==> config.mk <==
export PLATFORM = sky130hd
export DESIGN_NAME = reorder_buffer
export DESIGN_NICKNAME = d
export VERILOG_FILES = /design/src/rtl/reorder_buffer.sv
export SDC_FILE = /design/constraint.sdc
export NUM_CORES = 1
export LEC_CHECK = 0
export CORE_UTILIZATION = 53
export CTS_BUF_LIST = sky130_fd_sc_hd__clkbuf_4 sky130_fd_sc_hd__clkbuf_8
export CTS_CLUSTER_DIAMETER = 100
export DETAILED_ROUTE_END_ITERATION = 8
export PLACE_DENSITY = 0.73
export SYNTH_ARGS = -nofsm -noshare
export SYNTH_HDL_FRONTEND = slang
export SYNTH_SLANG_ARGS = --single-unit
==> constraint.sdc <==
create_clock -name clk -period 5.1 [get_ports clk]
set_clock_uncertainty 0.05 [all_clocks]
set_input_delay 1.02 -clock clk [delete_from_list [all_inputs] [get_ports clk]]
set_output_delay 1.02 -clock clk [all_outputs]
set_load 0.05 [all_outputs]
==> src/rtl/reorder_buffer.sv <==
// reorder_buffer: circular in-order retirement buffer for a two-wide rename group.
// Each entry holds valid/done flags plus the new and previous physical destination.
// A registered release strobe per retire slot returns the previous mapping to the free pool.
// Optional feature: define ROB_DUAL_RETIRE_EN to retire up to two entries per cycle
// (head and head+1). Without it only the head retires and rt_flag_2/fp_i_2 stay at 0.
module reorder_buffer #(
    parameter int DEPTH = 16,
    parameter int IW    = $clog2(DEPTH)
) (
    input  logic          clk,
    input  logic          rst_n,
    input  logic          en_flag_i,
    input  logic          valid_1,
    input  logic          valid_2,
    input  logic [5:0]    pd_1,
    input  logic [5:0]    pd_2,
    input  logic [5:0]    old_pd_1,
    input  logic [5:0]    old_pd_2,
    output logic          stall_o,
    output logic [IW-1:0] rob_idx_1,
    output logic [IW-1:0] rob_idx_2,
    input  logic          cmpl_flag_1,
    input  logic          cmpl_flag_2,
    input  logic [IW-1:0] cmpl_idx_1,
    input  logic [IW-1:0] cmpl_idx_2,
    output logic          rt_flag_1,
    output logic          rt_flag_2,
    output logic [5:0]    fp_i_1,
    output logic [5:0]    fp_i_2,
    output logic [IW:0]   count_o
);

    logic [IW-1:0]    head_q, head_d, tail_q, tail_d;
    logic [IW:0]      count_q, count_d;
    logic [DEPTH-1:0] valid_q, done_q;
    logic [5:0]       pd_q     [DEPTH];
    logic [5:0]       old_pd_q [DEPTH];
    logic             rt_flag_1_q, rt_flag_1_d, rt_flag_2_q, rt_flag_2_d;
    logic [5:0]       fp_1_q, fp_1_d, fp_2_q, fp_2_d;
    logic             alloc_s, ret_1_s, ret_2_s;
    logic [1:0]       n_alloc_s, n_ret_s;
    logic [IW-1:0]    head_p1_s;

    assign head_p1_s = head_q + IW'(1'b1);

    // Dispatch view: free-space stall and the indices handed back to rename
    always_comb begin
        stall_o   = (count_q > (IW+1)'(DEPTH - 2));
        rob_idx_1 = tail_q;
        if (valid_1) begin
            rob_idx_2 = tail_q + IW'(1'b1);
        end else begin
            rob_idx_2 = tail_q;
        end
        alloc_s = en_flag_i & ~stall_o;
        if (alloc_s) begin
            n_alloc_s = {1'b0, valid_1} + {1'b0, valid_2};
        end else begin
            n_alloc_s = 2'd0;
        end
    end

    // Retire selection, release payload and pointer/occupancy next state
    always_comb begin
        ret_1_s     = valid_q[head_q] & done_q[head_q];
        ret_2_s     = 1'b0;
        rt_flag_1_d = ret_1_s & (pd_q[head_q] != 6'd0);
        if (rt_flag_1_d) begin
            fp_1_d = old_pd_q[head_q];
        end else begin
            fp_1_d = 6'd0;
        end
        rt_flag_2_d = 1'b0;
        fp_2_d      = 6'd0;
`ifdef ROB_DUAL_RETIRE_EN
        ret_2_s     = ret_1_s & valid_q[head_p1_s] & done_q[head_p1_s];
        rt_flag_2_d = ret_2_s & (pd_q[head_p1_s] != 6'd0);
        if (rt_flag_2_d) begin
            fp_2_d = old_pd_q[head_p1_s];
        end else begin
            fp_2_d = 6'd0;
        end
`endif
        n_ret_s = {1'b0, ret_1_s} + {1'b0, ret_2_s};
        head_d  = head_q + IW'(n_ret_s);
        tail_d  = tail_q + IW'(n_alloc_s);
        count_d = count_q + (IW+1)'(n_alloc_s) - (IW+1)'(n_ret_s);
    end

    // Entry array, pointers and registered release strobes
    always_ff @(posedge clk or negedge rst_n) begin
        if (!rst_n) begin
            head_q      <= {IW{1'b0}};
            tail_q      <= {IW{1'b0}};
            count_q     <= {(IW+1){1'b0}};
            valid_q     <= {DEPTH{1'b0}};
            done_q      <= {DEPTH{1'b0}};
            for (int i = 0; i < DEPTH; i++) begin
                pd_q[i]     <= 6'd0;
                old_pd_q[i] <= 6'd0;
            end
            rt_flag_1_q <= 1'b0;
            rt_flag_2_q <= 1'b0;
            fp_1_q      <= 6'd0;
            fp_2_q      <= 6'd0;
        end else begin
            head_q      <= head_d;
            tail_q      <= tail_d;
            count_q     <= count_d;
            rt_flag_1_q <= rt_flag_1_d;
            rt_flag_2_q <= rt_flag_2_d;
            fp_1_q      <= fp_1_d;
            fp_2_q      <= fp_2_d;
            // completions only land on live entries
            if (cmpl_flag_1 && valid_q[cmpl_idx_1]) begin
                done_q[cmpl_idx_1] <= 1'b1;
            end
            if (cmpl_flag_2 && valid_q[cmpl_idx_2]) begin
                done_q[cmpl_idx_2] <= 1'b1;
            end
            if (ret_1_s) begin
                valid_q[head_q] <= 1'b0;
            end
            if (ret_2_s) begin
                valid_q[head_p1_s] <= 1'b0;
            end
            // allocation targets free slots only, so it never collides with the writes above
            if (alloc_s && valid_1) begin
                valid_q[tail_q]  <= 1'b1;
                done_q[tail_q]   <= 1'b0;
                pd_q[tail_q]     <= pd_1;
                old_pd_q[tail_q] <= old_pd_1;
            end
            if (alloc_s && valid_2) begin
                valid_q[rob_idx_2]  <= 1'b1;
                done_q[rob_idx_2]   <= 1'b0;
                pd_q[rob_idx_2]     <= pd_2;
                old_pd_q[rob_idx_2] <= old_pd_2;
            end
        end
    end

    assign rt_flag_1 = rt_flag_1_q;
    assign rt_flag_2 = rt_flag_2_q;
    assign fp_i_1    = fp_1_q;
    assign fp_i_2    = fp_2_q;
    assign count_o   = count_q;

endmodule

# Yosys cells after proc, flatten, opt, wreduce, memory -nomap -nowiden
# Cells that the tools add are included.
[classes]
addsub = 6
multipliers = 0
n_div = 0
n_lt_le_gt_ge = 16
n_eq_ne = 0
shifts = 0
mux = 46
bitwise = 17
n_reduce_logical = 12
[ops]
columns = ["op", "count"]
rows = [
  ["96-bit bitwise mux", 4],
  ["96-bit two-way mux", 4],
  ["16-bit two-way mux", 7],
  ["16-bit bitwise OR", 4],
  ["16-bit AND", 3],
  ["6-bit binary-select mux with 4-bit select", 2],
  ["6-bit demux with 4-bit select", 2],
  ["16-bit NOT", 3],
  ["6-bit two-way mux", 7],
  ["4-bit by 5-bit less-than comparator with 1-bit output (second input constant)", 5],
  ["1-bit demux with 4-bit select", 5],
  ["4-bit by 1-bit >= comparator with 1-bit output (second input constant)", 5],
  ["1-bit binary-select mux with 4-bit select", 4],
  ["5-bit >= comparator (second input constant)", 3],
  ["4-bit NOT with 5-bit output", 3],
  ["1-bit logical AND", 11],
  ["5-bit by 1-bit less-than comparator with 1-bit output (second input constant)", 2],
  ["1-bit two-way mux", 9],
  ["6-bit nonzero test", 1],
  ["5-bit by 2-bit adder with 5-bit output", 1],
  ["5-bit by 4-bit greater-than comparator with 1-bit output (second input constant)", 1],
  ["5-bit by 1-bit subtractor with 5-bit output", 1],
  ["4-bit by 1-bit adder with 4-bit output", 1],
  ["4-bit by 1-bit adder with 4-bit output (second input constant)", 1],
  ["6 further kinds", 8],
]
[word_totals]
register_bits = 244
latchBits = 0
ram_bits = 0
mem_bits_ro = 0
out_inout_bits = 28
mem_count = 0

# Depth between registers and ports, before layout
[depth]
word_depth = 12
depth_mapped = 16

# Worst setup path before layout
# No wires, ideal clock.
[synth_path]
kind = "register to register"
from = "register count_q[2] (netlist: count_o[2])"
to = "register count_q[4] (netlist: count_o[4])"
arrival_ns = 3.311
required_ns = 4.970
slack_ns = 1.659
stages_incl_launch_ff = 16
period_less_slack_ns = 3.441
cell_sequence = "dfrtp_1 ha_1 nor2b_1 o21a_1 buf_4 buf_6 clkbuf_1 and3_1 inv_1 ha_1 inv_1 ha_1 fa_1 a21o_1 a21oi_1 xnor2_1"
[synth_between]
elab_chain_len = 6
[synth_lines]
columns = ["element", "line_no", "source"]
rows = [
  ["start, declared", "34", "logic [IW:0] count_q, count_d;"],
  ["start signal, assigned", "95", "count_q <= {(IW+1){1'b0}};"],
  ["start signal, assigned", "109", "count_q <= count_d;"],
  ["5-bit by 4-bit greater-than comparator with 1-bit output", "48", "stall_o = (count_q > (IW+1)'(DEPTH - 2));"],
  ["1-bit NOT", "55", "alloc_s = en_flag_i & ~stall_o;"],
  ["1-bit AND", "55", ""],
  ["2-bit two-way mux", "56", "if (alloc_s) begin"],
  ["5-bit by 2-bit adder with 5-bit output *", "87", "count_d = count_q + (IW+1)'(n_alloc_s) - (IW+1)'(n_ret_s);"],
  ["5-bit by 1-bit subtractor with 5-bit output *", "87", ""],
  ["via count_d[4]", "34", ""],
]
# Mark *: on every way through the listed nets, which the timed path passes. The rest lies on a longest branch.

# Worst setup path after layout
[layout_path]
from = "input port valid_1"
to = "output port rob_idx_2[3]"
[layout_between]
elab_chain_len = 1
[layout_lines]
columns = ["element", "line_no", "source"]
rows = [
  ["start, declared", "13", "input logic valid_1,"],
  ["4-bit two-way mux", "50", "if (valid_1) begin"],
  ["end, declared", "21", "output logic [IW-1:0] rob_idx_2,"],
]
# Every way passes these cells.

==> impl_metrics.py <==
metrics = {
    "yosys": {
        "synth_edf_count": 0,
        "postSynthAreaPerCell_sq_um": 12.0,
        "synth_cells": 1166,
        "yosys.area.top_type": "dfrtp_1",
        "ys_top_cells_by_count": "dfrtp_1 (244), mux2_2 (244), nand2_1 (53)",
        "synth-seq-area-share": 0.436,
        "async_reset_ff_frac": 1.00,
        "yosysWarnings": 0,
        "ys_types": 67,
        "synthMuxAreaShare": 0.337,
        "synth_compound_area_frac": 0.0646,
        "synth-simple-area-share": 0.0968,
        "synthXorXnorAreaFrac": 0.00626,
        "synth_fa_ha_area_frac": 0.0181,
        "synth-seq-cells": 244,
        "synth_top_family_by_area": "multiplexers",
        "synthTopCellsByArea": "dfrtp_1 (44%), mux2_2 (20%), mux4_2 (6.9%)",
        "synth_top_area_share": 0.436,
        "synth_ff_type": "dfrtp_1",
        "synth.cell_area_sq_um": 14000,
    },
    "final_layout": {
        "final_area_sq_um": 15700,
        "drive_gt1_frac": 0.337,
        "antenna_cells": 0,
        "nets": 1256,
        "fill_cells": 2114,
        "areaGrowthSynthToFinish_pct": 11.8,
        "final_core_util": 0.603,
    },
    "cts": {
        "numCtsBuffers": 42,
        "cts-root-buf": "clkbuf_8",
        "cts-resized-gates": 0,
        "clkSinkCount": 244,
        "path_clk_slew_ns": 0.06,
        "clkLatencyLatePin_ns": 0.56,
        "clockBufferDepth": 3,
        "post_cts.repair.setup_buffers": 0,
        "cts_tree": "yes",
        "ctsHoldBuffers": 0,
        "htree_num_levels": 2,
    },
    "critical_path": {
        "start_kind": "primary input",
        "cp.arrival_ns": 3.01,
        "regToRegSetupSlack_ns": 1.34,
        "cp_max_fo": 16,
        "path_class": "primary input to output port",
        "cp_data_required_time_ns": 4.03,
        "end_kind": "output port",
    },
    "grt": {
        "grt_pass1_wl_microns": 57600,
        "antenna_found_initial": 0,
        "grt_usage": 0.286,
        "grt_pass1_vias": 9814,
        "grt_max_degree": 108,
        "grt.overflow.total": 0,
    },
    "timing": {
        "setup_ws_ns": 1.02,
        "drv_slew": 0,
        "rsz0062_at_grt": "false",
        "fmax_ghz": 0.245,
        "final.setup.tns_ns": 0,
        "finalHoldViolCount": 0,
        "min_period_ns": 4.08,
        "whs_ns": 0.431,
        "worst_slew_pin_slew_ns": 1.12,
        "period_share": 0.800,
        "setup_viol": 0,
        "slew_headroom": 0.253,
    },
    "route": {
        "vias": 9711,
        "drt-total-wl_microns": 36800,
        "drt_iter0_markers": 808,
        "drc": 0,
        "post_drt_wl_per_cell_microns": 23.5,
        "via_per_inst": 6.21,
        "drtPass1Iterations": 5,
        "ant_nets": 0,
    },
    "floorplanning": {
        "row_count": 59,
        "die_area_sq_um": 27100,
        "die_w_microns": 165,
        "initial_core_util": 0.539,
        "fp.dieH_microns": 165,
        "core-area_sq_um": 26000,
        "num_io_pins": 67,
    },
    "power_and_ir_drop": {
        "ir_worst_vdd_mv": 0.350,
        "leakage_nw": 7.04,
        "cellPowerDensity_nw_per_um2": 593,
    },
    "worst_hold_path": {
        "hp-class": "primary input to async pin",
    },
    "placement": {
        "placed_area_sq_um": 14700,
        "dp_slack_ns": 1.02,
        "port_buffers": 59,
        "gp_congestion": 0.941,
        "hpwl_microns": 23800,
    },
    "status": {
        "status": "finished clean",
    },
    "run": {
        "cap_violations": 0,
    },
}
-- placed cells by master, fill, tap and decap left out, drive strengths merged, types with 3 or more instances in the layout --
master           n
nand4            6
o21ai           33
xor2             4
a211o            3
o211ai           7
ha              17
clkinv          12
a31oi            5
clkbuf          62
mux4            43
a211oi           5
nand3           46
clkdlybuf4s50   58
xnor2            6
mux2i           50
dfrtp          244
mux2           288
nor3            28
nor4            11
buf             25
and3             4
nand3b           7
a21o             4
a311oi           6
and4             3
o221a            4
inv             19
nor2            54
o41ai            4
conb             7
nor2b           12
nand2           54
nand2b          12
o211a            3
o22ai           12
a21oi           40
-- layer usage --
| metal | global-route usage | part of all wire | vias up | routed length, microns |
|---|---|---|---|---|
| met1 | 0.398 | 0.43 | 4898 | 15900 |
| met3 | 0.0492 | 0.065 | 84 | 2400 |
| met4 | 0.102 | 0.032 | 0 | 1170 |
| met5 | 0 | 0 | - | 0 |
| li1 | - | - | 4372 | - |
| met2 | 0.449 | 0.47 | 357 | 17300 |
-- through the flow --
step	total power, mW	cells
final	9.28	1565
after global routing	9.81	1565
after CTS	9.28	1565
after detailed placement	7.37	1489
after global placement	7.22	1489
after floorplan	6.31	1172
-- layout make-up --
type,count,area (sq um),area share
well taps,335,419,0.0268
flip-flops and latches,244,6110,0.390
inverters,19,71.3,0.00456
repair buffers,83,788,0.0503
multi-input cells,808,7360,0.470
clock inverters,14,97.6,0.00623
clock buffers,62,816,0.0521
-- cells by family after synthesis --
kind of cell / after synthesis
AOI/OAI and AO/OA: 139
other: 1
muxes: 381
and+or+nand+nor: 252
DFF: 244
buffers and inverters: 120
xor gates and xnor gates: 10
adders and majority gates: 19
-- flip-flops by register name, indices dropped and copies added, names as in the netlist --
name and count:
done_q 16, count_o 5, pd_q 96, valid_q 16
rob_idx_1 4, fp_i_1 6, rt_flag_1 1, old_pd_q 96
head_q 4
-- power breakdown --
part / switching (mW) / total, mW / internal, mW / leakage [nW]
logic: 1.92 / 3.92 / 2.00 / 3.48
registers: 0.676 / 3.46 / 2.78 / 3.07
clock network: 0.827 / 1.91 / 1.08 / 0.491
total: 3.42 / 9.28 / 5.86 / 7.04
-- final timing paths --
check,from,cells past startpoint,to
hold / removal,rst_n,1,fp_i_1[1]
setup / recovery,valid_1,4,rob_idx_2[3]
hold reg to reg,done_q[3],1,done_q[3]
max in group asynchronous,rst_n,2,count_o[2]
setup reg to reg,head_q[2],13,count_o[4]
min in group clk,done_q[3],1,done_q[3]
-- worst max-delay path, stage by stage --
cell	delay, ns
clkdlybuf4s50_1	0.82
nand4_1	0.18
xnor2_1	0.17
clkdlybuf4s50_1	0.82
Note: power is estimated with default switching activity, not from simulation.
